### config.mk
export PLATFORM = sky130hd
export DESIGN_NAME = timer_slave
export DESIGN_NICKNAME = d
export VERILOG_FILES = /design/src/rtl/timer_slave_pkg.sv /design/src/rtl/timer_prescaler.sv /design/src/rtl/timer_slave.sv
export SDC_FILE = /design/constraint.sdc
export NUM_CORES = 1
export LEC_CHECK = 0
export ABC_AREA = 0
export CORE_MARGIN = 2
export CORE_UTILIZATION = 41
export CTS_CLUSTER_SIZE = 8
export DETAILED_ROUTE_END_ITERATION = 12
export GPL_TIMING_DRIVEN = 0
export PLACE_DENSITY_LB_ADDON = 0.12
export SETUP_SLACK_MARGIN = 0.4
export SYNTH_ARGS = -nofsm -noshare
export SYNTH_HDL_FRONTEND = slang
export SYNTH_SLANG_ARGS = --single-unit
### constraint.sdc
create_clock -name clk -period 3.2 [get_ports clk]
set_input_delay 0.48 -clock clk [delete_from_list [all_inputs] [get_ports clk]]
set_output_delay 0.48 -clock clk [all_outputs]
set_load 0.005 [all_outputs]
### src/rtl/timer_slave_pkg.sv
// timer_slave_pkg: register offsets and CTRL bit indices shared by the timer; TIMER_PWM_EN is left undefined by default
package timer_slave_pkg;
  localparam int TMR_CTRL   = 0;
  localparam int TMR_PRESC  = 1;
  localparam int TMR_RELOAD = 2;
  localparam int TMR_COUNT  = 3;
  localparam int TMR_STATUS = 4;
  localparam int TMR_CMP    = 5;
  localparam int CTRL_EN   = 0;
  localparam int CTRL_AUTO = 1;
  localparam int CTRL_IE   = 2;
endpackage

### src/rtl/timer_prescaler.sv
// timer_prescaler: divides clk by p+1 while enabled and emits a one-cycle tick
module timer_prescaler #(
  parameter int W = 16
) (
  input  logic         clk,
  input  logic         rst,
  input  logic         en,
  input  logic         clr,
  input  logic [W-1:0] p,
  output logic         tick
);
  logic [W-1:0] pcnt;
  assign tick = en & (pcnt == p);
  // wrap at the terminal value, restart on enable, hold while disabled
  always_ff @(posedge clk) begin
    if (rst || clr) pcnt <= '0;
    else if (tick) pcnt <= '0;
    else if (en) pcnt <= pcnt + W'(1);
  end
endmodule

### src/rtl/timer_slave.sv
// timer_slave: memory-mapped down-counting timer with level interrupt; optional PWM output under TIMER_PWM_EN
module timer_slave
  import timer_slave_pkg::*;
#(
  parameter int DATA_W = 16,
  parameter int OFF_W  = 3
) (
  input  logic              clk,
  input  logic              rst,
  input  logic              sel,
  input  logic              we,
  input  logic [OFF_W-1:0]  off,
  input  logic [DATA_W-1:0] wd,
  output logic [DATA_W-1:0] rd,
  output logic              int_timer
`ifdef TIMER_PWM_EN
  ,
  output logic              pwm_out
`endif
);
  logic [2:0] ctrl, ctrl_n;
  logic [DATA_W-1:0] presc, reload, count, count_n;
  logic pend, pend_n, tick, uf, wr;
  logic w_ctrl, w_presc, w_reload, w_count, w_status;
  assign wr       = sel & we;
  assign w_ctrl   = wr && off == OFF_W'(TMR_CTRL);
  assign w_presc  = wr && off == OFF_W'(TMR_PRESC);
  assign w_reload = wr && off == OFF_W'(TMR_RELOAD);
  assign w_count  = wr && off == OFF_W'(TMR_COUNT);
  assign w_status = wr && off == OFF_W'(TMR_STATUS);
  assign uf       = tick & (count == '0);

  timer_prescaler #(.W(DATA_W)) u_presc (
    .clk  (clk),
    .rst  (rst),
    .en   (ctrl[CTRL_EN]),
    .clr  (w_ctrl & wd[CTRL_EN] & ~ctrl[CTRL_EN]),
    .p    (presc),
    .tick (tick)
  );

  // next state: software writes beat hardware updates, except underflow beats the PEND clear
  always_comb begin
    ctrl_n  = w_ctrl ? wd[2:0] : (uf & ~ctrl[CTRL_AUTO]) ? ctrl & ~3'(1 << CTRL_EN) : ctrl;
    count_n = w_count ? wd : uf ? (ctrl[CTRL_AUTO] ? reload : '0) : tick ? count - DATA_W'(1) : count;
    pend_n  = uf | (pend & ~(w_status & wd[0]));
  end

  // register file; interrupt is registered from next-state so it rises with PEND
  always_ff @(posedge clk) begin
    if (rst) begin
      ctrl      <= '0;
      presc     <= '0;
      reload    <= '0;
      count     <= '0;
      pend      <= 1'b0;
      int_timer <= 1'b0;
    end else begin
      ctrl      <= ctrl_n;
      count     <= count_n;
      pend      <= pend_n;
      int_timer <= pend_n & ctrl_n[CTRL_IE];
      if (w_presc) presc <= wd;
      if (w_reload) reload <= wd;
    end
  end

`ifdef TIMER_PWM_EN
  logic [DATA_W-1:0] cmp;
  // compare register and registered PWM, one clock behind COUNT
  always_ff @(posedge clk) begin
    if (rst) begin
      cmp     <= '0;
      pwm_out <= 1'b0;
    end else begin
      if (wr && off == OFF_W'(TMR_CMP)) cmp <= wd;
      pwm_out <= ctrl[CTRL_EN] & (count < cmp);
    end
  end
`endif

  // combinational read mux, zero when not a selected read
  always_comb begin
    rd = '0;
    if (sel && !we)
      case (off)
        OFF_W'(TMR_CTRL):   rd = DATA_W'(ctrl);
        OFF_W'(TMR_PRESC):  rd = presc;
        OFF_W'(TMR_RELOAD): rd = reload;
        OFF_W'(TMR_COUNT):  rd = count;
        OFF_W'(TMR_STATUS): rd = DATA_W'(pend);
`ifdef TIMER_PWM_EN
        OFF_W'(TMR_CMP):    rd = cmp;
`endif
        default:            rd = '0;
      endcase
  end
endmodule

After elaboration in Yosys (flattened, before gate mapping)
Cells that the tools add are included.
{"block": "word_totals", "ff_bits": 69, "inputBits": 23}
{"block": "classes", "addsub": 2, "eq_ne": 5, "mux": 8, "n_bitwise": 13, "n_reduce_logical": 13}
{"operator": "2-to-1 mux 16 bit", "count": 5}
{"operator": "one-hot mux 16 bit (5 select lines)", "count": 1}
{"operator": "adder 16 x 1 -> 16 bit (second input constant)", "count": 1}
{"operator": "== test 16 bit", "count": 1}
{"operator": "logical NOT 16 bit", "count": 1}
{"operator": "subtractor 16 x 1 -> 16 bit (second input constant)", "count": 1}
{"operator": "bitwise AND 1 bit", "count": 9}
{"operator": "== test 3 x 2 -> 1 bit (second input constant)", "count": 2}
{"operator": "logical AND 1 bit", "count": 6}
{"operator": "== test 3 x 1 -> 1 bit (second input constant)", "count": 1}
{"operator": "== test 3 bit (second input constant)", "count": 1}
{"operator": "logical NOT 3 bit", "count": 1}
{"operator": "2-to-1 mux 3 bit", "count": 1}
{"operator": "NOT 1 bit", "count": 3}
{"operator": "nonzero test 3 bit", "count": 1}
{"operator": "nonzero test 2 bit", "count": 1}
{"operator": "OR reduction 2 bit", "count": 1}
{"operator": "logical NOT 1 bit", "count": 1}
{"operator": "logical OR 1 bit", "count": 1}
{"operator": "2-to-1 mux 1 bit", "count": 1}
{"operator": "bitwise OR 1 bit", "count": 1}

Depth between registers and ports, before layout
{"block": "logic_depth", "depth_word": 7, "ltp_mapped": 10, "ltp_nobuf": 8}

By module
A second synthesis with hierarchy kept.
{"block": "hier_totals", "hier_cells": 493, "area_unflattened_um2": 4033.9}
{"mod": "timer_slave", "instances": 1, "cells_each": 389, "area_per_inst_um2": 3001.6}
{"mod": "timer_prescaler", "instances": 1, "cells_each": 104, "area_per_inst_um2": 1032.2}

Worst setup path after synthesis
Ideal clock, no wire load.
{"block": "synth_timing", "path_kind": "flip-flop to flip-flop", "from": "register count[0]", "to": "register count[2]", "t_arrival_ps": 2378, "required_time_ps": 3078, "path_slack_ps": 700, "path_stages_with_launch": 11, "n_path_buf": 2, "synth_period_minus_slack_ps": 2500, "cell_sequence": "dfxtp_1 -> inv_1 -> ha_1 -> or3b_4 -> or3_4 -> or3_1 -> clkbuf_2 -> buf_6 -> a21oi_2 -> nor3_1 -> a221o_1"}
{"block": "synth_via", "elab_chain_cells": 4, "word_cells_on_any_way": 7, "classes_between": "1 x add/sub; 3 x mux; 1 x bitwise; 2 x reduce/logical"}
{"item": "start, declared", "line_no": "timer_slave.sv:22", "source": "logic [DATA_W-1:0] presc, reload, count, count_n;"}
{"item": "start signal, assigned", "line_no": "timer_slave.sv:60", "source": "count <= count_n;"}
{"item": "subtractor 16 x 1 -> 16 bit or logical NOT 16 bit (tied branches)", "line_no": "timer_slave.sv:45, timer_slave.sv:31"}
{"item": "2-to-1 mux 16 bit or bitwise AND 1 bit (tied branches)", "line_no": "timer_slave.sv:45, timer_slave.sv:31"}
{"item": "2-to-1 mux 16 bit (2 in series)", "line_no": "timer_slave.sv:45", "source": "count_n = w_count ? wd : uf ? (ctrl[CTRL_AUTO] ? reload : '0) : tick ? count - DATA_W'(1) : count;"}
Several ways; a longest one is shown, not always the timed one. The select of a mux whose other input is x is not followed.
A chain may end at the register's enable or synchronous reset.

Final worst setup path
{"block": "layout_timing", "from": "input port we", "to": "output port rd[12]"}
{"block": "layout_via", "elab_chain_cells": 3}
{"item": "start, declared", "line_no": "timer_slave.sv:11", "source": "input logic we,"}
{"item": "logical NOT 1 bit", "line_no": "timer_slave.sv:85", "source": "if (sel && !we)"}
{"item": "logical AND 1 bit", "line_no": "timer_slave.sv:85"}
{"item": "2-to-1 mux 16 bit", "line_no": "timer_slave.sv:85"}
{"item": "end, declared", "line_no": "timer_slave.sv:14", "source": "output logic [DATA_W-1:0] rd,"}
Every way passes these cells.

==> results.json <==
{
  "status": "finished clean",
  "cts_tree": "yes",
  "die_area_um2": 9743,
  "dp_hpwl_mm": 8.138,
  "avgRoutedWirePerCell_um": 17.66,
  "hold_viol_final": 0,
  "worstPathArrival_ns": 2.36,
  "core_area_um2": 8721,
  "cts_buffers": 9,
  "setup_viol": 0,
  "gr-total-overflow": 0,
  "cts_sinks": 69,
  "dpl_cell_area_um2": 4193,
  "vias": 3638,
  "drt_pre_antenna_iters": 5,
  "syn-num-nets": 484,
  "initial_core_util_pct": 42.17,
  "clock_skew_ns": 0.01022,
  "grt_pass1_vias": 3371,
  "clk_latency_ns": 0.35,
  "drtAntennaViolNets": 0,
  "crit_required_ns": 2.72,
  "whs_ns": 0.4745,
  "synth_edf_count": 0,
  "diodes": 0,
  "clock_path_buffers": 2,
  "drv_slew": 0,
  "area_growth_syn_to_layout_pct": 22.49,
  "synthCells": 459,
  "startpoint_type": "input pin",
  "globalplace.congestion": 0.8833,
  "utilization_pct": 51.65,
  "fmax_ghz": 0.3515,
  "die_y_um": 98.71,
  "ys.flop_type": "dfxtp_1",
  "final_nets": 536,
  "drt-total-wl_mm": 11.02,
  "io_buffer_count": 38,
  "path_class": "in -> out",
  "ios": 40,
  "ys_seq_area_share_pct": 37.56,
  "syn_area_per_cell_um2": 8.011,
  "htree_levels": 3,
  "drt-initial-drc-count": 278,
  "grt_max_degree": 13,
  "fillCellCount": 853,
  "rsz0062_at_grt": "true",
  "p_leak_nw": 1.644,
  "worst_pin_slew_ns": 1.045,
  "clkTransAtPathRegs_ns": 0.08,
  "clockRootBuffer": "clkbuf_8",
  "ir_drop_v": 0.0002408,
  "synth_seq_cells": 69,
  "cp-end-kind": "output pin",
  "place_inst": 605,
  "period_needed_ns": 2.845,
  "synth_cell_types": 50,
  "p_per_area_nw_per_um2": 432.4,
  "final_common_cell": "nand2_1",
  "vias_per_cell": 5.830,
  "antenna_found_initial": 0,
  "final_area_um2": 4504,
  "synth-warning-count": 0,
  "max_cap_violations": 0,
  "die_x_um": 98.71,
  "drcViolationCount": 0,
  "hp-class": "reg -> reg",
  "drive_above_1_share_pct": 12.79,
  "power_mw": 1.947,
  "period_share_pct": 88.90,
  "grt_pass1_wl_mm": 17.49,
  "track_usage_pct": 22.82,
  "cts_hold_buffers": 0,
  "cp_max_fo": 10,
  "slew-limit-headroom_pct": 29.70,
  "instances_no_fill": 624,
  "std_cell_rows": 34,
  "async_flop_share_pct": 0,
  "layout_common_cells": "nand2_1 (83), dfxtp_1 (67), a21oi_1 (49), nor2_1 (36), clkdlybuf4s50_1 (26)",
  "syn_area_um2": 3677
}
## Yosys cell counts, types with 2 or more instances
cell type | instances | area (µm²)
a211oi_1 | 4 | 30.03
a21oi_1 | 49 | 245.2
a221o_1 | 4 | 40.04
a22oi_1 | 20 | 150.1
a31oi_1 | 9 | 56.30
and2_1 | 3 | 18.77
and3_1 | 8 | 50.05
buf_1 | 4 | 15.01
clkbuf_1 | 20 | 75.07
dfxtp_1 | 69 | 1381
ha_1 | 2 | 25.02
inv_1 | 6 | 22.52
mux2_2 | 14 | 157.7
mux2i_1 | 3 | 30.03
mux4_2 | 2 | 45.04
nand2_1 | 83 | 311.6
nand3_1 | 10 | 50.05
nand4_1 | 6 | 37.54
nor2_1 | 42 | 157.7
nor2b_1 | 3 | 18.77
nor3_1 | 7 | 35.03
nor4_1 | 7 | 43.79
o211ai_1 | 5 | 37.54
o21ai_0 | 12 | 60.06
o31ai_1 | 2 | 15.01
or3_1 | 4 | 25.02
or3_4 | 2 | 22.52
or4_1 | 3 | 22.52
or4_4 | 2 | 22.52
xnor2_1 | 17 | 148.9
xor2_1 | 18 | 157.7
## critical path, stage by stage
cell             delay, ns
clkdlybuf4s50_1       0.44
or3b_2                0.48
clkbuf_8              0.17
clkbuf_8              0.17
nor2_1                0.12
clkdlybuf4s50_1       0.50
## metrics by stage
stage | setup TNS (ns) | setup WS (ns)
2_1_floorplan | 0 | 0.7002
3_3_place_gp | -3.694 | -0.4299
3_5_place_dp | -3.581 | -0.4064
4_1_cts | 0 | 0.3582
5_1_grt | 0 | 0.2961
6_report | 0 | 0.3552
## power by group
| part | total, mW | switching, mW | internal, mW |
|---|---|---|---|
| Sequential | 0.882 | 0.0132 | 0.869 |
| Clock | 0.800 | 0.342 | 0.459 |
| Combinational | 0.265 | 0.157 | 0.109 |
## area by class of cell
cell class | count | area [µm²] | share of cell area, %
Timing Repair Buffer | 41 | 387.9 | 8.611
Buffer | 27 | 157.7 | 3.500
Clock buffer | 10 | 137.6 | 3.056
Clock inverter | 6 | 86.33 | 1.917
Inverter | 6 | 22.52 | 0.5000
Tap cell | 108 | 135.1 | 3.000
Sequential cell | 69 | 1384 | 30.72
Multi-Input combinational cell | 357 | 2193 | 48.69
## final timing paths
| path | slack [ns] | from | to | cells past startpoint |
|---|---|---|---|---|
| worst min-delay path | 0.47 | reload[5]$_SDFFE_PP0P_ | reload[5]$_SDFFE_PP0P_ | 2 |
| worst max register to register | 0.53 | count[0]$_SDFFE_PP0P_ | count[2]$_SDFFE_PP0P_ | 10 |
| worst max-delay path | 0.36 | we | rd[12] | 6 |
| worst min register to register | 0.47 | reload[5]$_SDFFE_PP0P_ | reload[5]$_SDFFE_PP0P_ | 2 |
## repair_timing
item                       4_1_cts  5_1_grt
gates resized for setup         32       15
pin swaps                        0        0
setup endpoints to repair       34       24
buffers inserted                 3        0
## state kept, by name (all words and copies together) (netlist names)
| signal | cells |
|---|---|
| presc | 16 |
| pend | 1 |
| u_presc.pcnt | 16 |
| reload | 16 |
| count | 16 |
| ctrl | 3 |
| int_timer | 1 |
## logic make-up after synthesis
kind of cell / Yosys count / share of synthesized area, %
xor+xnor: 35 / 8.336
flops: 69 / 37.56
simple gates: 189 / 24.36
compound gates: 112 / 19.02
buf+inv: 33 / 3.708
mux: 19 / 6.329
fa+ha+maj: 2 / 0.6804
## routing by layer
| layer | up-vias | track usage (%) | share of wire, % |
|---|---|---|---|
| met5 | - | 0 | 0 |
| met4 | 0 | 8.851 | 2.8 |
| met3 | 24 | 2.908 | 6.3 |
| met2 | 138 | 36.68 | 46 |
| met1 | 1736 | 31.32 | 45 |
| li1 | 1740 | - | - |
Power figures use the tool's default switching activity.
